==> config.mk <==
export PLATFORM = sky130hd
export DESIGN_NAME = roulette_spin
export DESIGN_NICKNAME = d
export VERILOG_FILES = /design/src/rtl/roulette_spin.sv
export SDC_FILE = /design/constraint.sdc
export NUM_CORES = 1
export LEC_CHECK = 0
export ABC_AREA = 1
export ABC_CLOCK_PERIOD_IN_PS = 9950
export CORE_MARGIN = 3
export CORE_UTILIZATION = 55
export DETAILED_ROUTE_END_ITERATION = 12
export MAX_ROUTING_LAYER = met4
export PLACE_DENSITY = 0.77
export SYNTH_ARGS = -nofsm -noshare
export SYNTH_HDL_FRONTEND = slang
export SYNTH_SLANG_ARGS = --single-unit
export TNS_END_PERCENT = 30
==> constraint.sdc <==
create_clock -name CLOCK_50 -period 9.95 [get_ports CLOCK_50]
set_input_delay 2.985 -clock CLOCK_50 [delete_from_list [all_inputs] [get_ports CLOCK_50]]
set_output_delay 2.985 -clock CLOCK_50 [all_outputs]
set_load 0.02 [all_outputs]
==> src/rtl/roulette_spin.sv <==
// roulette_spin: spinning-digit core of the roulette game.
// Ports: CLOCK_50 system clock; nrst asynchronous active-low reset;
//        SW[1] run, SW[0] direction (1 = count down), both asynchronous;
//        digit current value 0-9; LEDR one-hot state (IDLE/SPIN/DECEL/HOLD);
//        done high while the result is held.
module roulette_spin #(
    parameter int unsigned STEP_DIV    = 2_500_000,
    parameter int unsigned DECEL_STEPS = 6,
    parameter logic [15:0] LFSR_SEED   = 16'hACE1
) (
    input  logic       CLOCK_50,
    input  logic       nrst,
    input  logic [1:0] SW,
    output logic [3:0] digit,
    output logic [3:0] LEDR,
    output logic       done
);
    // One-hot encoding doubles as the LEDR pattern.
    typedef enum logic [3:0] {
        IDLE  = 4'b0001,
        SPIN  = 4'b0010,
        DECEL = 4'b0100,
        HOLD  = 4'b1000
    } state_t;

    state_t      state_q, state_d;
    logic [1:0]  sync1_q, sync2_q;
    logic        run_prev_q;
    logic [15:0] lfsr_q, lfsr_d;
    logic [31:0] cnt_q, cnt_d, period;
    logic [7:0]  k_q, k_d, n_q, n_d;
    logic [3:0]  digit_q, digit_d;
    logic        done_q, done_d;
    logic        run_rise, run_fall, active, tick;

    assign run_rise = sync2_q[1] & ~run_prev_q;
    assign run_fall = ~sync2_q[1] & run_prev_q;
    assign active   = (state_q == SPIN) || (state_q == DECEL);
    // Each deceleration step doubles the step period.
    assign period   = (state_q == DECEL) ? 32'(STEP_DIV) << (k_q + 8'd1) : 32'(STEP_DIV);
    assign tick     = active && (cnt_q == period - 32'd1);
    assign lfsr_d   = {lfsr_q[14:0], lfsr_q[15] ^ lfsr_q[13] ^ lfsr_q[12] ^ lfsr_q[10]};

    always_comb begin
        state_d = state_q;
        k_d     = k_q;
        n_d     = n_q;
        digit_d = digit_q;
        if (tick)
            digit_d = sync2_q[0] ? ((digit_q == 4'd0) ? 4'd9 : digit_q - 4'd1)
                                 : ((digit_q == 4'd9) ? 4'd0 : digit_q + 4'd1);
        case (state_q)
            IDLE, HOLD: if (run_rise) state_d = SPIN;
            SPIN: if (run_fall) begin
                state_d = DECEL;
                n_d     = 8'(DECEL_STEPS) + {6'd0, lfsr_q[1:0]};
                k_d     = 8'd0;
            end
            DECEL: if (tick) begin
                k_d = k_q + 8'd1;
                if (k_q == n_q - 8'd1) state_d = HOLD;
            end
            default: state_d = IDLE;
        endcase
        // The step timer restarts on every state change, even when a tick coincides.
        cnt_d  = (!active || tick || state_d != state_q) ? 32'd0 : cnt_q + 32'd1;
        done_d = state_d == HOLD;
    end

    always_ff @(posedge CLOCK_50 or negedge nrst) begin
        if (!nrst) begin
            state_q    <= IDLE;
            sync1_q    <= 2'b00;
            sync2_q    <= 2'b00;
            run_prev_q <= 1'b0;
            lfsr_q     <= LFSR_SEED;
            cnt_q      <= 32'd0;
            k_q        <= 8'd0;
            n_q        <= 8'd0;
            digit_q    <= 4'd0;
            done_q     <= 1'b0;
        end else begin
            state_q    <= state_d;
            sync1_q    <= SW;
            sync2_q    <= sync1_q;
            run_prev_q <= sync2_q[1];
            lfsr_q     <= lfsr_d;
            cnt_q      <= cnt_d;
            k_q        <= k_d;
            n_q        <= n_d;
            digit_q    <= digit_d;
            done_q     <= done_d;
        end
    end

    assign digit = digit_q;
    assign LEDR  = state_q;
    assign done  = done_q;
endmodule
==> flow_summary.json, run 1 <==
{
  "cpPeakStageDelay_ps": 580,
  "antenna_found_initial": 0,
  "final_area_sq_um": 6420,
  "core-area_sq_um": 10500,
  "port_buffers": 12,
  "drc": 0,
  "via_count": 5776,
  "finalSetupViolCount": 0,
  "cts_resized": 0,
  "track_usage": 0.266,
  "critPathSlowestCell": "dfrtp_1",
  "synth.area.top_cells": "dfrtp_1 (26%), nand2_1 (17%), nand3_1 (8.1%)",
  "initial_core_util": 0.578,
  "power_mw": 0.659,
  "slew_headroom": 0.405,
  "utilization": 0.611,
  "cts_setup_buffers": 0,
  "power.density_nw_per_um2": 103,
  "grt_pass1_wl_mm": 26.1,
  "die_w_um": 111,
  "crit_family": "simple AND/OR/NAND/NOR gates",
  "finalSetupTns_ps": 0,
  "antenna_left": 0,
  "worstSetupPathType": "register to register",
  "routabilityCongestion": 1.01,
  "die_y_um": 111,
  "synth_cells": 901,
  "first_global_vias": 5348,
  "hold_ws_ps": 344,
  "min_path_type": "register to register",
  "start_kind": "register",
  "cp-end-kind": "register",
  "worst_ep_required_time_ps": 10180,
  "max-cap-violations": 0,
  "arrival_ps": 4990,
  "tightest_slew_ps": 892,
  "ys_types": 45,
  "leakagePower_nw": 3.06,
  "cts_tree": "yes",
  "setup_ws_ps": 5190,
  "period_needed_ps": 4760,
  "synthArstFlopShare": 1.00,
  "via_per_inst": 5.51,
  "period_share": 0.478,
  "wl_per_cell_um": 14.4,
  "grt_max_degree": 74,
  "synth_nets": 911,
  "crit_chain": "ha_1, nand2_1, nand2_1, nand2_1, nor2_4, nand3_4, nand2_2, nand2_2, ha_1, xnor2_1, nor2_1, nand2_1, nor2_1, nand2_1, nor2_1, nand4_1, nor2_1, nand3_1, nor2_1, nand3_1, nor2_2, nand2_2, nand3_4, nor2_1",
  "dieArea_sq_um": 12300,
  "area_growth_pct": 5.71,
  "path_max_fanout": 32,
  "drv_slew": 0,
  "nets": 918,
  "filler_cell_count": 991,
  "synth_seq_area_share": 0.303,
  "hold_viol": 0,
  "path_clk_slew_ps": 80,
  "overflow": 0,
  "finClkSkew_ps": 9.28,
  "post_route_cells_drive_above_1_share": 0.127,
  "hold_buffers": 0,
  "cts-root-buf": "clkbuf_8",
  "maxClockFrequency_mhz": 210,
  "synth_top_area_share": 0.264,
  "ys_ff_latch": 73,
  "clockBufferDepth": 2,
  "clk_latency_ps": 370,
  "status": "finished clean",
  "drt-initial-drc-count": 509,
  "cts_sinks": 73,
  "rows": 37,
  "antenna_cells": 0,
  "rsz0062_at_grt": "false",
  "drt-pass1-iter-count": 6,
  "netlist_area_sq_um": 6070,
  "dp.cells": 1033,
  "crit_top_cell": "nor2_1",
  "cp_num_buf_inv": 0,
  "hpwl_mm": 11.6,
  "ir_drop_v": 0.000107,
  "pre_cts_ws_ps": 5290,
  "yosysWarningCount": 0,
  "yosysTopAreaCell": "dfrtp_1",
  "instances_no_fill": 1049,
  "cts_buffers": 9,
  "ys.flop_type": "dfrtp_1",
  "placed_area_sq_um": 6230,
  "syn_avg_cell_area_sq_um": 6.74,
  "ctsHtreeMaxLevel": 3,
  "synth_edf_count": 0,
  "ios": 13,
  "routed_wl_mm": 15.1
}
==> registers in the layout, indices dropped and copies added (netlist names), 2 cells and up <==
name	count
cnt_q	32
sync1_q	2
LEDR	4
sync2_q	2
k_q	8
n_q	3
lfsr_q	16
digit	4
==> metal layers <==
| metal | track usage | up-vias | part of all wire |
|---|---|---|---|
| li1 | - | 2909 | - |
| met1 | 0.370 | 2647 | 0.47 |
| met2 | 0.397 | 190 | 0.43 |
| met3 | 0.0459 | 30 | 0.073 |
| met4 | 0.0843 | 0 | 0.022 |
| met5 | - | - | 0 |
==> layout by cell type (no fill, tap or decap), types with 11 or more instances in the layout <==
cell type        netlist  routed
dfrtp_1               64      64
xor2_1                43      43
o21ai_0               23      23
a21oi_1               11      11
nand3_2               11      11
clkdlybuf4s50_1        0      11
nand2_2               12      12
nor2_1                76      76
nor3_1                17      17
nor2_2                42      42
nand3_1               98      98
inv_1                106     106
nand2_1              272     272
nand4_1               31      31
==> cell type report <==
| type | count | area, sq um | share of cell area |
|---|---|---|---|
| clock buffer | 10 | 138 | 0.0214 |
| clock inverter | 6 | 50.0 | 0.00780 |
| inverter | 114 | 428 | 0.0667 |
| multi-input combinational | 697 | 3670 | 0.572 |
| sequential | 73 | 1840 | 0.286 |
| tap | 136 | 170 | 0.0265 |
| timing repair buffer | 13 | 125 | 0.0195 |
==> synth_stat cells, drive strengths merged, types with 5 or more instances <==
library cell / number
buf: 14
inv: 113
nand4: 32
nand3: 113
nor2: 125
ha: 6
o21ai: 30
dfrtp: 64
nor4: 5
a21oi: 11
nand2: 287
xor2: 44
xnor2: 8
dfstp: 9
nor3: 17
==> logic make-up (layout without fill, tap and decap cells) <==
kind of cell	count (synthesis)	in the layout	share of synthesized area
flip-flops	73	73	0.303
AO/OA/AOI/OAI	52	52	0.0476
adder cells (fa/ha/maj)	6	6	0.0124
AND/OR/NAND/NOR	586	586	0.463
XOR/XNOR	53	53	0.0818
buffers and inverters	131	143	0.0929
==> report_power, final <==
group,internal [mW],switching [mW]
clock network,0.0997,0.123
logic,0.0380,0.0843
registers,0.306,0.00822
total,0.444,0.215
==> final timing paths <==
path	startpoint	to	slack, ps	cells past startpoint
min	sync1_q[1]	sync2_q[1]	340	0
min reg2reg	sync1_q[1]	sync2_q[1]	340	0
max in group asynchronous	nrst	cnt_q[24]	6630	1
max reg2reg	k_q[0]	cnt_q[31]	5190	24
max	k_q[0]	cnt_q[31]	5190	24
min in group asynchronous	nrst	lfsr_q[12]	2740	1
Note: power is estimated with default switching activity, not from simulation.
==> run 2: changes to the inputs <==
--- a/config.mk
+++ b/config.mk
@@ -6,12 +6,12 @@
 export NUM_CORES = 1
 export LEC_CHECK = 0
 export ABC_AREA = 1
-export ABC_CLOCK_PERIOD_IN_PS = 9950
+export ABC_CLOCK_PERIOD_IN_PS = 4200
 export CORE_MARGIN = 3
 export CORE_UTILIZATION = 55
 export DETAILED_ROUTE_END_ITERATION = 12
 export MAX_ROUTING_LAYER = met4
-export PLACE_DENSITY = 0.77
+export PLACE_DENSITY = 0.8
 export SYNTH_ARGS = -nofsm -noshare
 export SYNTH_HDL_FRONTEND = slang
 export SYNTH_SLANG_ARGS = --single-unit
==> constraint.sdc (replaced) <==
create_clock -name CLOCK_50 -period 4.2 [get_ports CLOCK_50]
set_input_delay 1.26 -clock CLOCK_50 [delete_from_list [all_inputs] [get_ports CLOCK_50]]
set_output_delay 1.26 -clock CLOCK_50 [all_outputs]
set_load 0.02 [all_outputs]
==> run 2 against run 1 <==
The flow now finishes with violations (design-rule violations); register-to-register slack got worse by 4900 ps; non-clock buffer count increased by 24; sequential power increased by 140%; design area increased by 3.9%; worst hold slack improved by 11 ps; cell count increased by 2.3%; combinational power increased to 2.7 times the previous value; sequential share of layout area decreased by 1.0 points; critical path type unchanged.
==> flow_summary.json, run 2 (synthesis gave the netlist of run 1 again) <==
{
  "status": "complete, but fails checks",
  "violations": "design-rule violations",
  "routed_wl_mm": 15.9,
  "overflow": 0,
  "max-cap-violations": 0,
  "tightest_slew_ps": 916,
  "port_buffers": 12,
  "top_regs": "cnt_q (32), lfsr_q (16), k_q (8)",
  "via_count": 5968,
  "routabilityCongestion": 1.01,
  "ctsHtreeMaxLevel": 3,
  "hpwl_mm": 12.0,
  "min_path_type": "register to register",
  "period_needed_ps": 3880,
  "core-area_sq_um": 10500,
  "min_path_cells": 0,
  "dp.cells": 1049,
  "clockBufferDepth": 2,
  "drc": 1,
  "leakagePower_nw": 3.20,
  "cts_sinks": 73,
  "instances_no_fill": 1073,
  "hold_ws_ps": 355,
  "finClkSkew_ps": 11.4,
  "largest_register_ffs": 32,
  "nets": 942,
  "grt_pass1_wl_mm": 26.6,
  "antenna_found_initial": 0,
  "drt-pass1-iter-count": 10,
  "highest-signal-layer": "met4",
  "hold_viol": 0,
  "cp-end-kind": "register",
  "antenna_left": 0,
  "path_max_fanout": 17,
  "r2r_slack_ps": 320,
  "route.met3.wl_mm": 1.24,
  "cp-startpoint": "k_q[0]",
  "filler_cell_count": 931,
  "worst_ep_required_time_ps": 4460,
  "dieArea_sq_um": 12300,
  "wl_met2_mm": 7.13,
  "reg2reg_depth": 27,
  "period_share": 0.925,
  "drt-met1-wl_mm": 7.00,
  "hp-start": "lfsr_q[14]",
  "worstSetupPathType": "register to register",
  "path_clk_slew_ps": 80,
  "drv_slew": 0,
  "final_cell_mix": "nand2_1 (271), inv_1 (106), nand3_1 (98)",
  "slew_headroom": 0.389,
  "start_kind": "register",
  "cts_tree": "yes",
  "top_register": "cnt_q",
  "area_growth_pct": 9.83,
  "final_common_cell": "nand2_1",
  "wl_per_cell_um": 14.8,
  "cts_buffers": 9,
  "via_per_inst": 5.56,
  "ios": 13,
  "hold_buffers": 0,
  "die_w_um": 111,
  "r2r-end": "cnt_q[25]",
  "die_y_um": 111,
  "cts-root-buf": "clkbuf_8",
  "clk_latency_ps": 370,
  "drt-initial-drc-count": 540,
  "finalSetupViolCount": 0,
  "arrival_ps": 4140,
  "power.density_nw_per_um2": 255,
  "initial_core_util": 0.578,
  "first_global_vias": 5575,
  "maxClockFrequency_mhz": 257,
  "timing.rr.start": "k_q[0]",
  "grt_max_degree": 74,
  "track_usage": 0.270,
  "hold_path_end": "lfsr_q[15]",
  "antenna_cells": 0,
  "post_route_cells_drive_above_1_share": 0.157,
  "ir_drop_v": 0.000265,
  "rows": 37
}
## run 2: cell count changes in the layout (fill, tap and decap cells not counted), sizes merged
cell,previous run,this run
clkinvlp,2,0
buf,2,26
clkbuf,10,11
inv,115,113
clkinv,3,4
bufinv,0,2
## run 2: worst max-delay path by stage
stage                      to  slack (ps)  cells past startpoint
floorplan            cnt_q[6]         830                     25
global route           k_q[4]          -9                     28
global placement     cnt_q[6]         280                     27
CTS                  cnt_q[6]         150                     27
finish              cnt_q[25]         320                     27
detailed placement   cnt_q[4]         180                     27
## run 2: cell type report
class,count,area (sq um),share of cell area
well taps,136,170,0.0255
inverters,114,428,0.0642
repair buffers,37,323,0.0484
clock inverters,5,78.8,0.0118
clock buffers,11,141,0.0212
multi-input cells,697,3680,0.553
flip-flops and latches,73,1840,0.276
## run 2: per-layer routing
layer / up-vias / GRT usage
met5: - / -
met4: 0 / 0.118
met3: 38 / 0.0437
met2: 264 / 0.416
met1: 2723 / 0.353
li1: 2943 / -
## run 2: timing repair
| item | CTS | global route |
|---|---|---|
| resized for setup | 0 | 11 |
| endpoints found under the hold margin | 0 | 0 |
| setup buffers | 0 | 7 |
| setup endpoints to repair | 0 | 40 |
## run 2: stage by stage
step | cell area (sq um) | setup TNS [ps] | worst slack, ps | utilization | power, mW
finish | 6670 | 0 | 316 | 0.635 | 1.70
global route | 6670 | -10.6 | -8.93 | 0.635 | 1.78
CTS | 6580 | 0 | 152 | 0.627 | 1.69
detailed placement | 6360 | 0 | 180 | 0.606 | 1.07
global placement | 6360 | 0 | 283 | 0.606 | 1.06
floorplan | 6070 | 0 | 831 | - | 0.992
## run 2: critical path: stages (launching register included)
cell	delay, ps
dfrtp_1	400
ha_1	210
nand2_1	140
nor2_4	120
nand3_2	80
nand2_4	150
nand2_4	90
nor2_4	150
nand3_4	110
nand2_2	110
nand2_2	110
ha_2	310
xnor2_1	120
nor2_1	100
nand2_1	60
nor2_1	120
nand2_1	100
nor2_1	120
nand4_1	100
nor2_1	130
nand3_1	90
nor2_1	110
nand3_1	120
nor2_4	170
nand2_2	80
nand3_4	120
buf_12	190
nor2_2	50
## run 2: where the power goes
group | internal, mW | switching (mW)
clock | 0.350 | 0.273
combinational | 0.119 | 0.213
sequential | 0.726 | 0.0197
total | 1.20 | 0.505
